## src/rtl/jk_bank_pkg.sv

```systemverilog
`default_nettype none
// ============================================================================
// Module      : jk_bank_pkg
// Description : Shared types for the JK flip-flop bank controller.
//               Holds the 3-bit opcode enum, the FSM state enum, and a helper
//               that identifies the multi-step opcodes.
// Revision    : 1.0 - initial release
// ============================================================================
package jk_bank_pkg;

  typedef enum logic [2:0] {
    OP_NOP      = 3'd0,
    OP_CLEAR    = 3'd1,
    OP_SET      = 3'd2,
    OP_LOAD     = 3'd3,
    OP_TOGGLE   = 3'd4,
    OP_COUNT_UP = 3'd5,
    OP_COUNT_DN = 3'd6,
    OP_ROTATE   = 3'd7
  } op_e;

  typedef enum logic [1:0] {
    ST_IDLE = 2'd0,
    ST_RUN  = 2'd1,
    ST_DONE = 2'd2
  } state_e;

  // Multi-step opcodes take their RUN length from the step count; all others
  // occupy a single RUN cycle.
  function automatic logic is_multi(input op_e op);
    return (op == OP_COUNT_UP) || (op == OP_COUNT_DN) || (op == OP_ROTATE);
  endfunction

endpackage
`default_nettype wire

```

## src/rtl/jk_cell.sv

```systemverilog
`default_nettype none
// ============================================================================
// Module      : jk_cell
// Description : Single JK flip-flop with asynchronous active-low clear.
//               j=k=0 holds, j=1/k=0 sets, j=0/k=1 clears, j=k=1 toggles.
// Ports       : j, k  - JK drive inputs
//               clk   - clock, rising edge
//               clrn  - asynchronous active-low clear (q -> 0)
//               q     - flip-flop state
// Revision    : 1.0 - initial release
// ============================================================================
module jk_cell (
  input  logic j,
  input  logic k,
  input  logic clk,
  input  logic clrn,
  output logic q
);

  always_ff @(posedge clk or negedge clrn) begin
    if (!clrn) begin
      q <= 1'b0;
    end else begin
      q <= (j & ~q) | (~k & q);
    end
  end

endmodule
`default_nettype wire

```

## src/rtl/jk_bank_ctrl.sv

```systemverilog
`default_nettype none
// ============================================================================
// Module      : jk_bank_ctrl
// Description : Command-driven controller for a bank of W JK flip-flops.
//               Accepts one command at a time, decodes it into J/K drive for
//               the bank, and repeats counting/rotating ops for a programmable
//               number of steps.
// Ports       : clk, clrn            - clock / async active-low reset
//               cmd_valid, cmd_ready - command handshake
//               cmd_op [2:0]         - opcode (jk_bank_pkg::op_e)
//               cmd_data [W-1:0]     - load value or toggle mask
//               cmd_steps [SW-1:0]   - repeat count for ops 5-7
//               busy                 - high in RUN and DONE
//               done                 - one-cycle completion pulse
//               j, k [W-1:0]         - J/K drive applied to the bank
//               q [W-1:0]            - bank state
// Revision    : 1.0 - initial release
// ============================================================================
module jk_bank_ctrl
  import jk_bank_pkg::*;
#(
  parameter int W  = 4,
  parameter int SW = 4
) (
  input  logic          clk,
  input  logic          clrn,
  input  logic          cmd_valid,
  output logic          cmd_ready,
  input  logic [2:0]    cmd_op,
  input  logic [W-1:0]  cmd_data,
  input  logic [SW-1:0] cmd_steps,
  output logic          busy,
  output logic          done,
  output logic [W-1:0]  j,
  output logic [W-1:0]  k,
  output logic [W-1:0]  q
);

  state_e        r_state;
  state_e        w_state_nxt;
  op_e           r_op;
  logic [W-1:0]  r_data;
  logic [SW-1:0] r_cnt;
  logic [SW-1:0] w_cnt_nxt;
  logic          r_alive;
  logic          w_accept;
  op_e           w_cmd_op;
  logic [W-1:0]  w_up_mask;
  logic [W-1:0]  w_dn_mask;
  logic [W-1:0]  w_rotl;

  // r_alive keeps cmd_ready low until the first edge after reset release,
  // even though the state is already IDLE during reset.
  assign cmd_ready = r_alive && (r_state == ST_IDLE);
  assign w_accept  = cmd_valid && cmd_ready;
  assign busy      = (r_state == ST_RUN) || (r_state == ST_DONE);
  assign done      = (r_state == ST_DONE);
  assign w_cmd_op  = op_e'(cmd_op);

  // --------------------------------------------------------------------------
  // State register and command capture
  // --------------------------------------------------------------------------
  always_ff @(posedge clk or negedge clrn) begin
    if (!clrn) begin
      r_state <= ST_IDLE;
      r_cnt   <= '0;
      r_alive <= 1'b0;
    end else begin
      r_state <= w_state_nxt;
      r_cnt   <= w_cnt_nxt;
      r_alive <= 1'b1;
    end
  end

  always_ff @(posedge clk or negedge clrn) begin
    if (!clrn) begin
      r_op   <= OP_NOP;
      r_data <= '0;
    end else if (w_accept) begin
      r_op   <= w_cmd_op;
      r_data <= cmd_data;
    end
  end

  // --------------------------------------------------------------------------
  // Next-state logic. r_cnt holds the number of RUN cycles still to execute,
  // including the current one; the FSM leaves RUN when it reaches 1.
  // --------------------------------------------------------------------------
  always_comb begin
    w_state_nxt = r_state;
    w_cnt_nxt   = r_cnt;
    case (r_state)
      ST_IDLE: begin
        if (w_accept) begin
          if (is_multi(w_cmd_op)) begin
            w_cnt_nxt   = cmd_steps;
            // A zero step count skips RUN entirely so q is untouched.
            w_state_nxt = (cmd_steps == '0) ? ST_DONE : ST_RUN;
          end else begin
            w_cnt_nxt   = SW'(1);
            w_state_nxt = ST_RUN;
          end
        end
      end
      ST_RUN: begin
        w_cnt_nxt = r_cnt - SW'(1);
        if (r_cnt == SW'(1)) begin
          w_state_nxt = ST_DONE;
        end
      end
      ST_DONE: begin
        w_state_nxt = ST_IDLE;
      end
      default: begin
        w_state_nxt = ST_IDLE;
      end
    endcase
  end

  // --------------------------------------------------------------------------
  // Counter masks: bit i toggles when all lower bits are 1 (up) or 0 (down).
  // --------------------------------------------------------------------------
  always_comb begin : p_count_masks
    logic v_carry;
    logic v_borrow;
    v_carry   = 1'b1;
    v_borrow  = 1'b1;
    w_up_mask = '0;
    w_dn_mask = '0;
    for (int i = 0; i < W; i++) begin
      w_up_mask[i] = v_carry;
      w_dn_mask[i] = v_borrow;
      v_carry      = v_carry & q[i];
      v_borrow     = v_borrow & ~q[i];
    end
  end

  assign w_rotl = {q[W-2:0], q[W-1]};

  // --------------------------------------------------------------------------
  // J/K decode; the bank only sees drive while in RUN, so it holds otherwise.
  // --------------------------------------------------------------------------
  always_comb begin
    j = '0;
    k = '0;
    if (r_state == ST_RUN) begin
      case (r_op)
        OP_NOP:      begin j = '0;        k = '0;        end
        OP_CLEAR:    begin j = '0;        k = '1;        end
        OP_SET:      begin j = '1;        k = '0;        end
        OP_LOAD:     begin j = r_data;    k = ~r_data;   end
        OP_TOGGLE:   begin j = r_data;    k = r_data;    end
        OP_COUNT_UP: begin j = w_up_mask; k = w_up_mask; end
        OP_COUNT_DN: begin j = w_dn_mask; k = w_dn_mask; end
        OP_ROTATE:   begin j = w_rotl;    k = ~w_rotl;   end
        default:     begin j = '0;        k = '0;        end
      endcase
    end
  end

  // --------------------------------------------------------------------------
  // Flip-flop bank
  // --------------------------------------------------------------------------
  for (genvar gi = 0; gi < W; gi++) begin : g_cell
    jk_cell u_cell (
      .j    (j[gi]),
      .k    (k[gi]),
      .clk  (clk),
      .clrn (clrn),
      .q    (q[gi])
    );
  end

endmodule
`default_nettype wire

```

## config.mk

```make
export PLATFORM = sky130hd
export DESIGN_NAME = jk_bank_ctrl
export DESIGN_NICKNAME = d
export VERILOG_FILES = /design/src/rtl/jk_bank_pkg.sv /design/src/rtl/jk_cell.sv /design/src/rtl/jk_bank_ctrl.sv
export SDC_FILE = /design/constraint.sdc
export NUM_CORES = 1
export LEC_CHECK = 0
export CORE_MARGIN = 2
export CORE_UTILIZATION = 36
export CTS_CLUSTER_SIZE = 28
export DETAILED_ROUTE_END_ITERATION = 6
export HOLD_SLACK_MARGIN = 0.02
export PLACE_DENSITY = 0.68
export SETUP_SLACK_MARGIN = 0.1
export SKIP_LAST_GASP = 1
export SLEW_MARGIN = 20
export SYNTH_ARGS = -nofsm -noshare
export SYNTH_HDL_FRONTEND = slang
export SYNTH_SLANG_ARGS = --single-unit
```

## constraint.sdc

```tcl
create_clock -name clk -period 4.5 [get_ports clk]
set_clock_uncertainty 0.2 [all_clocks]
set_input_delay 0.675 -clock clk [delete_from_list [all_inputs] [get_ports clk]]
set_output_delay 0.675 -clock clk [all_outputs]
set_load 0.02 [all_outputs]
```

==> run_results.csv, run 1 <==
group,metric,value,unit
sta,rsz0062_at_grt,"false",
placement,gp_congestion,0.811,
logic_synthesis,netlist_area,1450,µm²
clocking,cts_setup_buffers,0,
min_path,hp-class,"reg2reg",
sta,maxSlewViolCount,0,
logic_synthesis,synth_top_cell_area_share,31.0,%
critical_path,r2r_start,"r_state[0]$_DFFE_PN0P_",
logic_synthesis,syn_avg_cell_area,9.30,µm²
floorplanning,start_util,36.8,%
sta,worst_slack,0.892,ns
power,ir_drop,0.000348,V
sta,fin_crit,3.61,ns
logic_synthesis,synth_area_leader_cell,"dfrtp_1",
min_path,hold_start,"g_cell[3].u_cell.q$_DFF_PN0_",
critical_path,crit_path_end_kind,"output pin",
clocking,htree_num_levels,1,
floorplanning,num_rows,23,
clocking,ctsResizeCount,0,
placement,pre_cts_slack,1.18,ns
clocking,clock_latency,0.26,ns
route,ant_nets,0,
critical_path,timing.reg2reg.setup_slack,2.26,ns
global_routing,grt_pass1_wl,5580,µm
floorplanning,fp.dieW,67.5,µm
sta,finalHoldViolations,0,
route,drtPass1Iterations,4,
logic_synthesis,synth_area_leaders,"dfrtp_1, buf_4, mux2_2",
power,power_switching_share,45.0,%
logic_synthesis,yosys_most_used_dff,"dfrtp_1",
clocking,numCtsBuffers,3,
final_layout,layout_commonest_cell,"clkdlybuf4s50_1",
floorplanning,core_area,3940,µm²
logic_synthesis,yosysUniqueCellTypes,55,
floorplanning,die_h,67.5,µm
sta,setup_tns,0,ns
sta,relSlewSlack,43.9,%
global_routing,antenna_found_initial,0,
final_layout,instances_no_fill,216,
route,vias_per_cell,5.41,
logic_synthesis,synth_edf_count,0,
critical_path,cp_data_arrival_time,2.73,ns
route,wl_per_cell,14.7,µm
placement,portBuffers,28,
final_layout,num-nets-final,186,
clocking,tritoncts,"built",
sta,tightestPinTransition,0.839,ns
logic_synthesis,seq_area_frac_synth,31.0,%
power,leakage,0.679,nW
placement,post_dp_cell_area,1640,µm²
final_layout,diodes,0,
placement,dp_cells,212,
logic_synthesis,ys_async_sr_fraction,100,%
global_routing,grt_pass1_vias,1189,
clocking,postCtsHoldBufs,0,
route,drc_errors,0,
global_routing,track_usage,16.0,%
power,power_density,659,nW/µm²
logic_synthesis,syn_inst,156,
clocking,path_clk_slew,0.07,ns
power,power.internal,614,µW
logic_synthesis,synth_nets,175,
power,power_frac_seq,35.2,%
logic_synthesis,ys_seq_elements,18,
route,dr.first_iter.drc_count,51,
final_layout,design_area,1690,µm²
final_layout,layout-drive-gt1-share,13.9,%
final_layout,area_delta_synth_final,16.6,%
route,totalWireLength,3170,µm
sta,whs,0.339,ns
critical_path,required,3.62,ns
clocking,root_buffer,"clkbuf_8",
placement,hpwl,2460,µm
status,outcome,"completed",
clocking,clock_sinks,18,
floorplanning,pin_count,29,
power,switching_power,502,µW
sta,setup_viol,0,
final_layout,final_core_util,42.9,%
floorplanning,dieArea,4560,µm²
critical_path,startpoint,"r_state[1]$_DFFE_PN0P_",
power,power_frac_clock,11.9,%
final_layout,final_cell_mix,"clkdlybuf4s50_1, dfrtp_1, inv_1, a21oi_1, nor2_1",
critical_path,worst-setup-path-type,"reg2out",
clocking,clk_path_buf_depth,2,
run,max-cap-violations,0,
route,routed-via-count,1168,
critical_path,crit_fanout,12,
global_routing,gr-total-overflow,0,
critical_path,start_kind,"register",
power,power.total,1.12,mW
global_routing,grt_start_max_net_pins,24,
sta,max_freq,277,MHz
sta,fin_crit_sh,80.2,%
power,comb_power_share,52.9,%
logic_synthesis,ys_warn_count,0,
## cells in the mapped netlist, types with 2 or more instances
library cell / number
buf_6: 2
mux2_2: 8
a221oi_1: 2
a211o_1: 2
o21a_1: 2
o2bb2ai_1: 2
nor2b_1: 4
o21ai_0: 5
a21oi_1: 9
o31ai_1: 2
mux2i_1: 2
or3_1: 2
o21ai_1: 3
inv_1: 9
dfrtp_1: 18
nor3_1: 4
nand3_1: 4
o211ai_1: 2
and3b_1: 3
ha_1: 5
nor3b_1: 2
nor2_1: 9
buf_2: 6
nand2_1: 5
buf_4: 14
## sequential cells by signal (all words and copies together), names as in the netlist
name	count
g_cell.u_cell.q	4
r_alive	1
r_cnt	4
r_data	4
r_op	3
r_state	2
## metal layers
metal	track usage [%]	wire length (µm)	vias to the layer above
met5	0	0	-
met4	6.38	60	0
met3	2.67	129	7
met2	27.6	1610	24
met1	19.8	1370	565
li1	-	-	572
## path summary, 6_finish.rpt
check / end / cells after the start
max reg2reg: r_cnt[1]$_DFFE_PN0P_ / 6
min in group asynchronous: r_data[1]$_DFFE_PN0P_ / 1
min reg2reg: g_cell[3].u_cell.q$_DFF_PN0_ / 1
min: g_cell[3].u_cell.q$_DFF_PN0_ / 1
max: j[1] / 7
max in group asynchronous: r_op[0]$_DFFE_PN0P_ / 1
## cells by family (layout without fill, tap and decap cells)
kind of cell	count (synthesis)	after routing	share of synthesized area, %
and+or+nand+nor	44	44	18.2
other	1	1	0.258
adders and majority gates	5	5	4.31
AOI/OAI and AO/OA	44	44	23.9
muxes	11	11	8.62
DFF	18	18	31.0
buffers and inverters	33	43	13.7
## area by class of cell
cell class / instances / area (µm²)
Sequential cell: 18 / 450
Timing Repair Buffer: 28 / 280
Multi-Input combinational cell: 105 / 802
Fill cell: 383 / 2250
Inverter: 11 / 41.3
Clock buffer: 4 / 55.1
Tap cell: 50 / 62.6
## power by group through the flow
stage	logic, mW	clock network [mW]	registers [mW]
floorplan	0.580	0	0.290
global placement	0.573	0	0.386
detailed placement	0.595	0	0.394
CTS	0.599	0.139	0.391
global route	0.651	0.148	0.414
finish	0.590	0.132	0.393
## worst max-delay path, stage by stage (launching register included)
cell and delay (ns):
dfrtp_1 0.38, inv_1 0.10, ha_1 0.43, clkinv_1 0.40
a21oi_1 0.28, o221ai_1 0.20, inv_1 0.09, clkdlybuf4s50_1 0.60
Power figures use the tool's default switching activity.
==> run 2: changes to the inputs <==
- clock period: 4.5 -> 3.55 ns (I/O delays scaled with it)
==> run 2 against run 1 <==
Net effect: non-clock buffer count up 1; count of clock-buffer cells in the layout unchanged; clock power up 29%; total power up 28%; design area up 0.44%; largest cell class unchanged.
==> run_results.csv, run 2 (synthesis results as in run 1) <==
group,metric,value,unit
global_routing,track_usage,15.8,%
min_path,hp-class,"reg2reg",
route,totalWireLength,3260,µm
final_layout,largestRegisters,"g_cell.u_cell.q (4), r_cnt (4), r_data (4)",
final_layout,instances_no_fill,217,
route,routed-via-count,1216,
clocking,root_buffer,"clkbuf_8",
final_layout,final_core_util,43.1,%
final_layout,final_cell_mix,"clkdlybuf4s50_1, dfrtp_1, inv_1, a21oi_1, nor2_1",
sta,fin_crit,3.18,ns
placement,hpwl,2420,µm
placement,gp_congestion,0.863,
floorplanning,core_area,3940,µm²
floorplanning,num_rows,23,
route,vias_per_cell,5.60,
run,max-cap-violations,0,
global_routing,gr-total-overflow,0,
final_layout,layout-drive-gt1-share,14.4,%
clocking,htree_num_levels,1,
sta,setup_tns,0,ns
final_layout,layout_commonest_cell,"clkdlybuf4s50_1",
sta,tightestPinTransition,0.838,ns
placement,dp_cells,213,
clocking,clock_latency,0.26,ns
route,ant_nets,0,
floorplanning,start_util,36.8,%
sta,finalHoldViolations,0,
critical_path,start_kind,"register",
critical_path,worst-setup-path-type,"reg2out",
critical_path,cp_data_arrival_time,2.45,ns
clocking,numCtsBuffers,3,
route,dr.first_iter.drc_count,49,
route,drc_errors,0,
clocking,postCtsHoldBufs,0,
floorplanning,fp.dieW,67.5,µm
sta,relSlewSlack,43.9,%
clocking,tritoncts,"built",
clocking,path_clk_slew,0.07,ns
clocking,ctsResizeCount,0,
route,drtPass1Iterations,4,
clocking,cts_setup_buffers,0,
global_routing,grt_pass1_vias,1212,
power,leakage,0.683,nW
sta,maxSlewViolCount,0,
clocking,clk_path_buf_depth,2,
critical_path,crit_path_end_kind,"output pin",
final_layout,num-nets-final,187,
placement,portBuffers,28,
global_routing,antenna_found_initial,0,
route,wl_per_cell,15.0,µm
floorplanning,die_h,67.5,µm
global_routing,grt_pass1_wl,5450,µm
global_routing,grt_start_max_net_pins,24,
sta,max_freq,315,MHz
final_layout,diodes,0,
power,ir_drop,0.000393,V
critical_path,required,2.82,ns
power,power_density,840,nW/µm²
clocking,clock_sinks,18,
floorplanning,pin_count,29,
final_layout,area_delta_synth_final,17.1,%
critical_path,crit_fanout,21,
sta,rsz0062_at_grt,"false",
sta,fin_crit_sh,89.5,%
floorplanning,dieArea,4560,µm²
sta,setup_viol,0,
status,outcome,"completed",
==> run 2: changes by cell type in the layout (fill, tap and decap cells not counted), sizes merged <==
cell  before  now
buf        0    1
==> run 2: layer usage <==
| layer | vias up | GRT usage, % | wire length [µm] |
|---|---|---|---|
| li1 | 576 | - | - |
| met1 | 595 | 19.0 | 1380 |
| met2 | 37 | 27.3 | 1680 |
| met3 | 8 | 2.17 | 137 |
| met4 | 0 | 7.91 | 67 |
| met5 | - | 0 | 0 |
==> run 2: final cells by class <==
class / instances / area (µm²)
clock buffers: 4 / 55.1
well taps: 50 / 62.6
inverters: 11 / 41.3
multi-input cells: 105 / 802
flip-flops and latches: 18 / 450
fillers: 386 / 2240
repair buffers: 29 / 288
==> run 2: path summary, 6_finish.rpt <==
check / startpoint / end / slack [ns] / depth (start not counted)
worst min-delay path: g_cell[3].u_cell.q$_DFF_PN0_ / g_cell[3].u_cell.q$_DFF_PN0_ / 0.34 / 1
worst min register to register: g_cell[3].u_cell.q$_DFF_PN0_ / g_cell[3].u_cell.q$_DFF_PN0_ / 0.34 / 1
max in group asynchronous: clrn / g_cell[0].u_cell.q$_DFF_PN0_ / 2.08 / 1
worst max register to register: r_state[0]$_DFFE_PN0P_ / r_cnt[3]$_DFFE_PN0P_ / 1.37 / 5
min in group asynchronous: clrn / r_data[1]$_DFFE_PN0P_ / 0.55 / 1
worst max-delay path: r_op[0]$_DFFE_PN0P_ / j[3] / 0.37 / 5
==> run 2: worst max-delay path, stage by stage, from the launching register on <==
cell and delay [ns]:
dfrtp_1 0.71, and2b_1 0.28, o2bb2ai_1 0.15, o31ai_1 0.42, inv_1 0.07, clkdlybuf4s50_1 0.54
==> run 2: where the power goes <==
group,internal [mW],leakage (nW),switching [mW]
Clock,0.0987,0.0288,0.0714
Combinational,0.389,0.439,0.372
Sequential,0.296,0.215,0.201
Total,0.783,0.683,0.644
==> run 2: stage by stage <==
step                worst slack [ns]  instance area [µm²]  power, mW  hold WS (ns)
CTS                            0.360                 1700       1.44         0.354
detailed placement             0.643                 1640       1.26         0.343
floorplan                       1.49                 1450       1.10        0.0369
finish                         0.372                 1700       1.43         0.343
global route                   0.210                 1700       1.53         0.392
global placement               0.698                 1640       1.22         0.331
